File: src/rtl/store_write_buffer.sv
// Posted-store FIFO with in-order req/ack drain and a combinational load probe (RAW safety).
// Optional store coalescing into the youngest entry is enabled by defining WB_COALESCE_EN.
module store_write_buffer #(
    parameter int DEPTH      = 4,
    parameter int ADDR_WIDTH = 32,
    parameter int DATA_WIDTH = 32
) (
    input  logic                      clk,
    input  logic                      rst,
    input  logic                      push_valid,
    input  logic [ADDR_WIDTH-1:0]     push_addr,
    input  logic [DATA_WIDTH-1:0]     push_data,
    input  logic [DATA_WIDTH/8-1:0]   push_be,
    output logic                      push_ready,
    output logic                      mem_req,
    output logic [ADDR_WIDTH-1:0]     mem_addr,
    output logic [DATA_WIDTH-1:0]     mem_data,
    output logic [DATA_WIDTH/8-1:0]   mem_be,
    input  logic                      mem_ack,
    input  logic [ADDR_WIDTH-1:0]     ld_addr,
    output logic                      ld_hit,
    output logic [DATA_WIDTH-1:0]     ld_data,
    output logic                      ld_partial,
    output logic [$clog2(DEPTH):0]    count,
    output logic                      empty,
    output logic                      full
);
    localparam int PW = $clog2(DEPTH);
    localparam int CW = PW + 1;
    localparam int BW = DATA_WIDTH / 8;
    localparam logic [ADDR_WIDTH-1:0] WMASK = ~ADDR_WIDTH'(BW - 1);

    typedef enum logic {IDLE, REQ} state_t;

    state_t                  state_q, state_d;
    logic [PW-1:0]           wr_ptr_q, wr_ptr_d, rd_ptr_q, rd_ptr_d;
    logic [CW-1:0]           count_q, count_d;
    logic [ADDR_WIDTH-1:0]   addr_q [DEPTH];
    logic [ADDR_WIDTH-1:0]   addr_d [DEPTH];
    logic [DATA_WIDTH-1:0]   data_q [DEPTH];
    logic [DATA_WIDTH-1:0]   data_d [DEPTH];
    logic [BW-1:0]           be_q   [DEPTH];
    logic [BW-1:0]           be_d   [DEPTH];
    logic [ADDR_WIDTH-1:0]   mem_addr_q, mem_addr_d;
    logic [DATA_WIDTH-1:0]   mem_data_q, mem_data_d;
    logic [BW-1:0]           mem_be_q, mem_be_d;

    logic [ADDR_WIDTH-1:0]   push_word, ld_word;
    logic                    merge, accept, alloc, pop;
    logic                    found;
    logic [PW-1:0]           hit_idx, probe_idx;

    assign push_word = push_addr & WMASK;
    assign ld_word   = ld_addr & WMASK;

`ifdef WB_COALESCE_EN
    logic [PW-1:0] young;
    assign young = wr_ptr_q - PW'(1);
    // The head already presented to memory must not change under an outstanding request.
    assign merge = push_valid && (count_q != '0) && (addr_q[young] == push_word)
                   && !(state_q == REQ && count_q == CW'(1));
`else
    assign merge = 1'b0;
`endif

    assign full       = (count_q == CW'(DEPTH));
    assign empty      = (count_q == '0);
    assign push_ready = !full || merge;
    assign accept     = push_valid && push_ready;
    assign alloc      = accept && !merge;
    assign pop        = (state_q == REQ) && mem_ack;

    assign count    = count_q;
    assign mem_req  = (state_q == REQ);
    assign mem_addr = mem_addr_q;
    assign mem_data = mem_data_q;
    assign mem_be   = mem_be_q;

    always_comb begin
        addr_d = addr_q;
        data_d = data_q;
        be_d   = be_q;
        if (alloc) begin
            addr_d[wr_ptr_q] = push_word;
            data_d[wr_ptr_q] = push_data;
            be_d[wr_ptr_q]   = push_be;
        end
`ifdef WB_COALESCE_EN
        if (merge) begin
            for (int unsigned b = 0; b < BW; b++) begin
                if (push_be[b]) data_d[young][b*8 +: 8] = push_data[b*8 +: 8];
            end
            be_d[young] = be_q[young] | push_be;
        end
`endif
        wr_ptr_d = wr_ptr_q + PW'(alloc);
        rd_ptr_d = rd_ptr_q + PW'(pop);
        count_d  = count_q + CW'(alloc) - CW'(pop);

        // Next head is read from the post-update arrays so a same-edge push or merge is seen.
        state_d    = state_q;
        mem_addr_d = mem_addr_q;
        mem_data_d = mem_data_q;
        mem_be_d   = mem_be_q;
        case (state_q)
            IDLE: if (!empty) begin
                state_d    = REQ;
                mem_addr_d = addr_d[rd_ptr_q];
                mem_data_d = data_d[rd_ptr_q];
                mem_be_d   = be_d[rd_ptr_q];
            end
            REQ: if (pop) begin
                if (count_d != '0) begin
                    mem_addr_d = addr_d[rd_ptr_d];
                    mem_data_d = data_d[rd_ptr_d];
                    mem_be_d   = be_d[rd_ptr_d];
                end else begin
                    state_d = IDLE;
                end
            end
            default: state_d = IDLE;
        endcase
    end

    // Walk oldest to youngest so the last match is the youngest.
    always_comb begin
        found     = 1'b0;
        hit_idx   = '0;
        probe_idx = '0;
        for (int unsigned i = 0; i < DEPTH; i++) begin
            probe_idx = rd_ptr_q + PW'(i);
            if ((CW'(i) < count_q) && (addr_q[probe_idx] == ld_word)) begin
                found   = 1'b1;
                hit_idx = probe_idx;
            end
        end
        ld_hit     = found && (be_q[hit_idx] == '1);
        ld_partial = found && (be_q[hit_idx] != '1);
        ld_data    = found ? data_q[hit_idx] : '0;
    end

    always_ff @(posedge clk or posedge rst) begin
        if (rst) begin
            state_q    <= IDLE;
            wr_ptr_q   <= '0;
            rd_ptr_q   <= '0;
            count_q    <= '0;
            mem_addr_q <= '0;
            mem_data_q <= '0;
            mem_be_q   <= '0;
            for (int unsigned i = 0; i < DEPTH; i++) begin
                addr_q[i] <= '0;
                data_q[i] <= '0;
                be_q[i]   <= '0;
            end
        end else begin
            state_q    <= state_d;
            wr_ptr_q   <= wr_ptr_d;
            rd_ptr_q   <= rd_ptr_d;
            count_q    <= count_d;
            mem_addr_q <= mem_addr_d;
            mem_data_q <= mem_data_d;
            mem_be_q   <= mem_be_d;
            addr_q     <= addr_d;
            data_q     <= data_d;
            be_q       <= be_d;
        end
    end
endmodule

File: config.mk
export PLATFORM = sky130hd
export DESIGN_NAME = store_write_buffer
export DESIGN_NICKNAME = d
export VERILOG_FILES = /design/src/rtl/store_write_buffer.sv
export SDC_FILE = /design/constraint.sdc
export NUM_CORES = 1
export LEC_CHECK = 0
export CELL_PAD_IN_SITES_DETAIL_PLACEMENT = 1
export CELL_PAD_IN_SITES_GLOBAL_PLACEMENT = 1
export CORE_MARGIN = 1
export CORE_UTILIZATION = 40
export CTS_BUF_LIST = sky130_fd_sc_hd__clkbuf_16
export DETAILED_ROUTE_END_ITERATION = 10
export PLACE_DENSITY_LB_ADDON = 0.1
export SETUP_SLACK_MARGIN = 0.1
export SYNTH_ARGS = -nofsm -noshare
export SYNTH_HDL_FRONTEND = slang
export SYNTH_SLANG_ARGS = --single-unit
File: constraint.sdc
create_clock -name clk -period 36.2 [get_ports clk]
set_input_delay 10.86 -clock clk [delete_from_list [all_inputs] [get_ports clk]]
set_output_delay 10.86 -clock clk [all_outputs]
set_load 0.1 [all_outputs]
* Yosys cells after proc, flatten, opt, wreduce, memory -nomap -nowiden *
Index checks and enable logic that the tools add are counted.

operators by class
  eq/ne operators = 10
  bitwise operators = 8
  mux-type cells = 71
  reductions and logical operators = 13
  add/sub/neg operators = 7
  $lt $le $gt $ge = 12

operators by type and width
  cell                                                                     count
  32-bit two-way mux                                                       26
  32-bit binary-select mux with 2-bit select                               9
  128-bit bitwise mux                                                      2
  128-bit two-way mux                                                      2
  32-bit equality test                                                     4
  32-bit one-hot mux with 2 select lines                                   2
  32-bit demux with 2-bit select                                           1
  4-bit two-way mux                                                        10
  4-bit binary-select mux with 2-bit select                                3
  3-bit >= comparator, second input constant                               7
  2-bit NOT with 3-bit output                                              7
  16-bit bitwise mux                                                       1
  16-bit two-way mux                                                       1
  1-bit logical AND                                                        9
  4-bit demux with 2-bit select                                            1
  2-bit two-way mux                                                        4
  4-bit one-hot mux with 2 select lines                                    1
  1-bit two-way mux                                                        7
  1-bit by 3-bit < comparator with 1-bit output, first input constant      2
  2-bit by 3-bit < comparator with 1-bit output, first input constant      2
  2-bit by 1-bit adder with 2-bit output                                   2
  2-bit adder, second input constant                                       2
  4-bit equality test, second input constant                               1
  2-bit by 1-bit inequality test with 1-bit output, second input constant  2
  13 further kinds                                                         13

storage, ports and cells
  register bits = 348
  input port bits = 104

* Depth between registers and ports, before layout *
  depth in word-level cells = 16
  gate-level depth with buffers = 17

* Worst setup path after synthesis *
OpenSTA, ideal clock, no wires.

  kind = in2out
  from = input ld_addr[16]
  to = output ld_hit
  arrival = 14919 ps
  path slack = 10421 ps
  required time = 25340 ps
  cell stages on the path = 12
  path through = clkbuf_1 > xnor2_1 > a211o_1 > or3_1 > o2bb2ai_1 > or4_4 > nor4_4 > a2bb2oi_2 > o31ai_4 > buf_8 > mux2_1 > o22ai_1

on the way
  cells in the longest elaborated chain, start to end = 12
  elaborated cells between the ends (all ways) = 22

RTL lines
  element                                               line  RTL
  start: declaration                                    20    input logic [ADDR_WIDTH-1:0] ld_addr,
  32-bit equality test                                  132   if ((CW'(i) < count_q) && (addr_q[probe_idx] == ld_word)) begin
  1-bit logical AND                                     132
  2-bit two-way mux (4 in a row)                        132
  2-bit NOT with 3-bit output (implied by the code)     137   ld_hit = found && (be_q[hit_idx] == '1);
  4-bit binary-select mux with 2-bit select             137
  4-bit two-way mux (implied by the code) (2 in a row)  137
  4-bit equality test                                   137
  1-bit logical AND (*)                                 137
  end: declaration                                      21    output logic ld_hit,

Mark *: on every way between the ends. The rest lies on a longest branch, timed or not. The select of a mux whose other input is x is not followed.

* Final worst setup path *
  from = input ld_addr[17]
  to = output ld_data[23]

on the way
  cells in the longest elaborated chain, start to end = 11
  elaborated cells between the ends (all ways) = 21

RTL lines
  element                                                line  RTL
  32-bit equality test                                   132
  1-bit logical AND                                      132
  2-bit two-way mux (4 in a row)                         132
  2-bit NOT with 3-bit output (implied by the code)      139   ld_data = found ? data_q[hit_idx] : '0;
  32-bit binary-select mux with 2-bit select             139
  32-bit two-way mux (implied by the code) (2 in a row)  139
  32-bit two-way mux (*)                                 139
  end: declaration                                       22    output logic [DATA_WIDTH-1:0] ld_data,

Marked as above.

==> metrics <==
outcome=completed; synth warn=0; Post-Layout Cell Count=2881; Die Span Y=240 um; PortBufs=208; Setup TNS=0 ns; Max-slew headroom=0.269; post-DP HPWL=47400 um; largest net degree at the start of global routing=164; CTS Buf Count=43; layout cells sized above 1=0.153; Tcrit/Tclk final=0.759; required time of the critical path=25.34 ns; mean routed wirelength per cell=about 25 um; first-pass GRT wire length=110000 um; # fillers=5909; syn_nets=~2100; Yosys cell types=approximately 60; CP Data Arrival Time=16.61 ns; clk_lat worst skew=0.60 ns; post_cts resized=0; post-synthesis sequential area ratio=0.385; Yosys top cell by area=dfrtp_1; initial antenna violation count=6; Post-Synthesis Cell Area=0.0226 sq mm; CTS tree=done; post-route DRC violation count=0; # hold bufs at CTS=0; Cells after DPL=2800; Initial Util=0.408; CP Launch Type=input pin; Reg clk slew, reported paths=0.05 ns; setup bufs post-CTS=0; Overflow after GRT=0; Post-synth EDFFs=0; maxcap violations=0; Iter 0 DRT Violations=747; CP Capture Type=primary output; dominant cell by count in the synthesized netlist=mux2i_1; H-tree levels=2; worst-margin pin slew=1.10 ns; Final Max Tran Viols=0; die area=0.0575 sq mm; core area=between 0.05 and 0.06 sq mm; Area contributors post-synth=dfrtp_1, mux2i_1, mux4_2; Max Clk Rate=~36 MHz; Yosys top cell area share=0.385; Top FF cell, synth=dfrtp_1; drt pass-1 iters=5; P&R area growth vs syn=17.5%; CTS Sinks=348; Mapped Cells=~2000; Tmin final=27.47 ns; vias in the first global route=18100; buffer depth of the longest clock path=3; Net count, final=~2200; critical path class=input pin to primary output; Final Hold Vio Count=0; syn avg cell area=about 12 sq um; CTS root buf=clkbuf_16; commonest cells in the netlist=mux2i_1, dfrtp_1, inv_1; Total GRT Usage=0.253; clock skew=about 0.027 ns; Final Instance Area=0.0266 sq mm; RSZ-0062 raised after global routing=false; Cell Rows=86; Post-DP Area=0.0253 sq mm; vias post-DR=16000; routed vias/inst=5.57; Post-synth ARST share=1.00; Detail Route Antenna Nets=0; gp weighted congestion=slightly above 0.9; Finish-stage setup viols=0; Max FO, Critical Path=36; io pins=213; Die Width=roughly 240 um; routed wire length=71100 um; Hold WC Path Type=flip-flop to flip-flop; flops & latches, synth=348
path summary, 6_finish.rpt:
path / from / to / slack, ns / cells past startpoint
setup / recovery: ld_addr[17] / ld_data[23] / 8.73 / 14
hold / removal: mem_addr[5] / mem_addr[5] / 0.52 / 2
setup reg to reg: rd_ptr_q[0] / mem_addr[13] / 31.43 / 7
hold reg to reg: mem_addr[5] / mem_addr[5] / 0.52 / 2
max in group asynchronous: rst / addr_q[12] / 23.74 / 3
min in group asynchronous: rst / data_q[36] / 10.87 / 2
final cells by class:
cell class | count | area (sq um) | area share
multi-input cells | 1194 | 12300 | 0.463
flip-flops and latches | 348 | 8720 | 0.328
repair buffers | 233 | 2280 | 0.0858
clock buffers | 43 | 1080 | 0.0405
inverters | 277 | 1050 | 0.0394
well taps | 748 | 936 | 0.0352
clock inverters | 35 | 220 | 0.00828
diodes | 3 | 7.51 | 0.000282
through the flow:
| step | hold slack, ns | setup WS, ns | util |
|---|---|---|---|
| after floorplan | 0.481 | 10.42 | - |
| after CTS | 0.531 | 8.77 | 0.479 |
| after global routing | 0.559 | 8.56 | 0.479 |
| after global placement | 0.501 | 8.79 | 0.456 |
| final | 0.523 | 8.73 | 0.479 |
| after detailed placement | 0.510 | 8.81 | 0.456 |
registers in the layout (all words and copies together) (netlist names):
register / count
rd_ptr_q: 2
addr_q: 128
mem_req: 1
wr_ptr_q: 2
mem_data: 32
mem_addr: 32
data_q: 128
be_q: 16
mem_be: 4
count: 3
layer usage:
layer / vias up / global-route usage / share of wire
met5: - / 0 / 0.00060
met4: 6 / 0.0847 / 0.028
met3: 117 / 0.0386 / 0.037
met2: 268 / 0.441 / 0.51
met1: 8433 / 0.319 / 0.43
li1: 7221 / - / -
worst max-delay path, cell delays in order:
cell and delay (ns):
clkdlybuf4s50_1 0.80, nor2_1 0.10, a21oi_1 0.17, o211ai_1 0.12
a2111oi_1 0.83, nand3_1 0.25, o21ai_0 0.23, nor2_1 0.09
o31ai_4 0.22, buf_4 0.56, buf_4 0.70, mux2i_1 0.20
o22ai_1 0.22, clkdlybuf4s50_1 1.21
logic make-up after synthesis:
logic type	count (synthesis)	share of synthesized area
AO/OA/AOI/OAI	164	0.0444
XOR/XNOR	126	0.0487
adder cells (fa/ha/maj)	7	0.00420
buffers and inverters	418	0.0761
flip-flops	348	0.385
multiplexers	705	0.400
AND/OR/NAND/NOR	192	0.0415
cell usage in the layout, fill, tap and decap left out, types with 9 or more instances in the layout:
cell and instances:
mux2i_1 455, dfrtp_1 345, inv_1 282, clkdlybuf4s50_1 208
mux4_2 150, nor2_1 85, xnor2_1 83, a21oi_1 80
mux2_2 70, clkbuf_16 43, xor2_1 42, o22ai_1 38
mux2_1 26, buf_4 24, nand4_1 23, nand2_1 19
nor3_1 16, clkinv_1 13, nand3_1 10, nor4_1 9
Power is left out: the tool's default activity adds up to more than one toggle a clock period on the data nets, which glitch-free logic cannot reach.
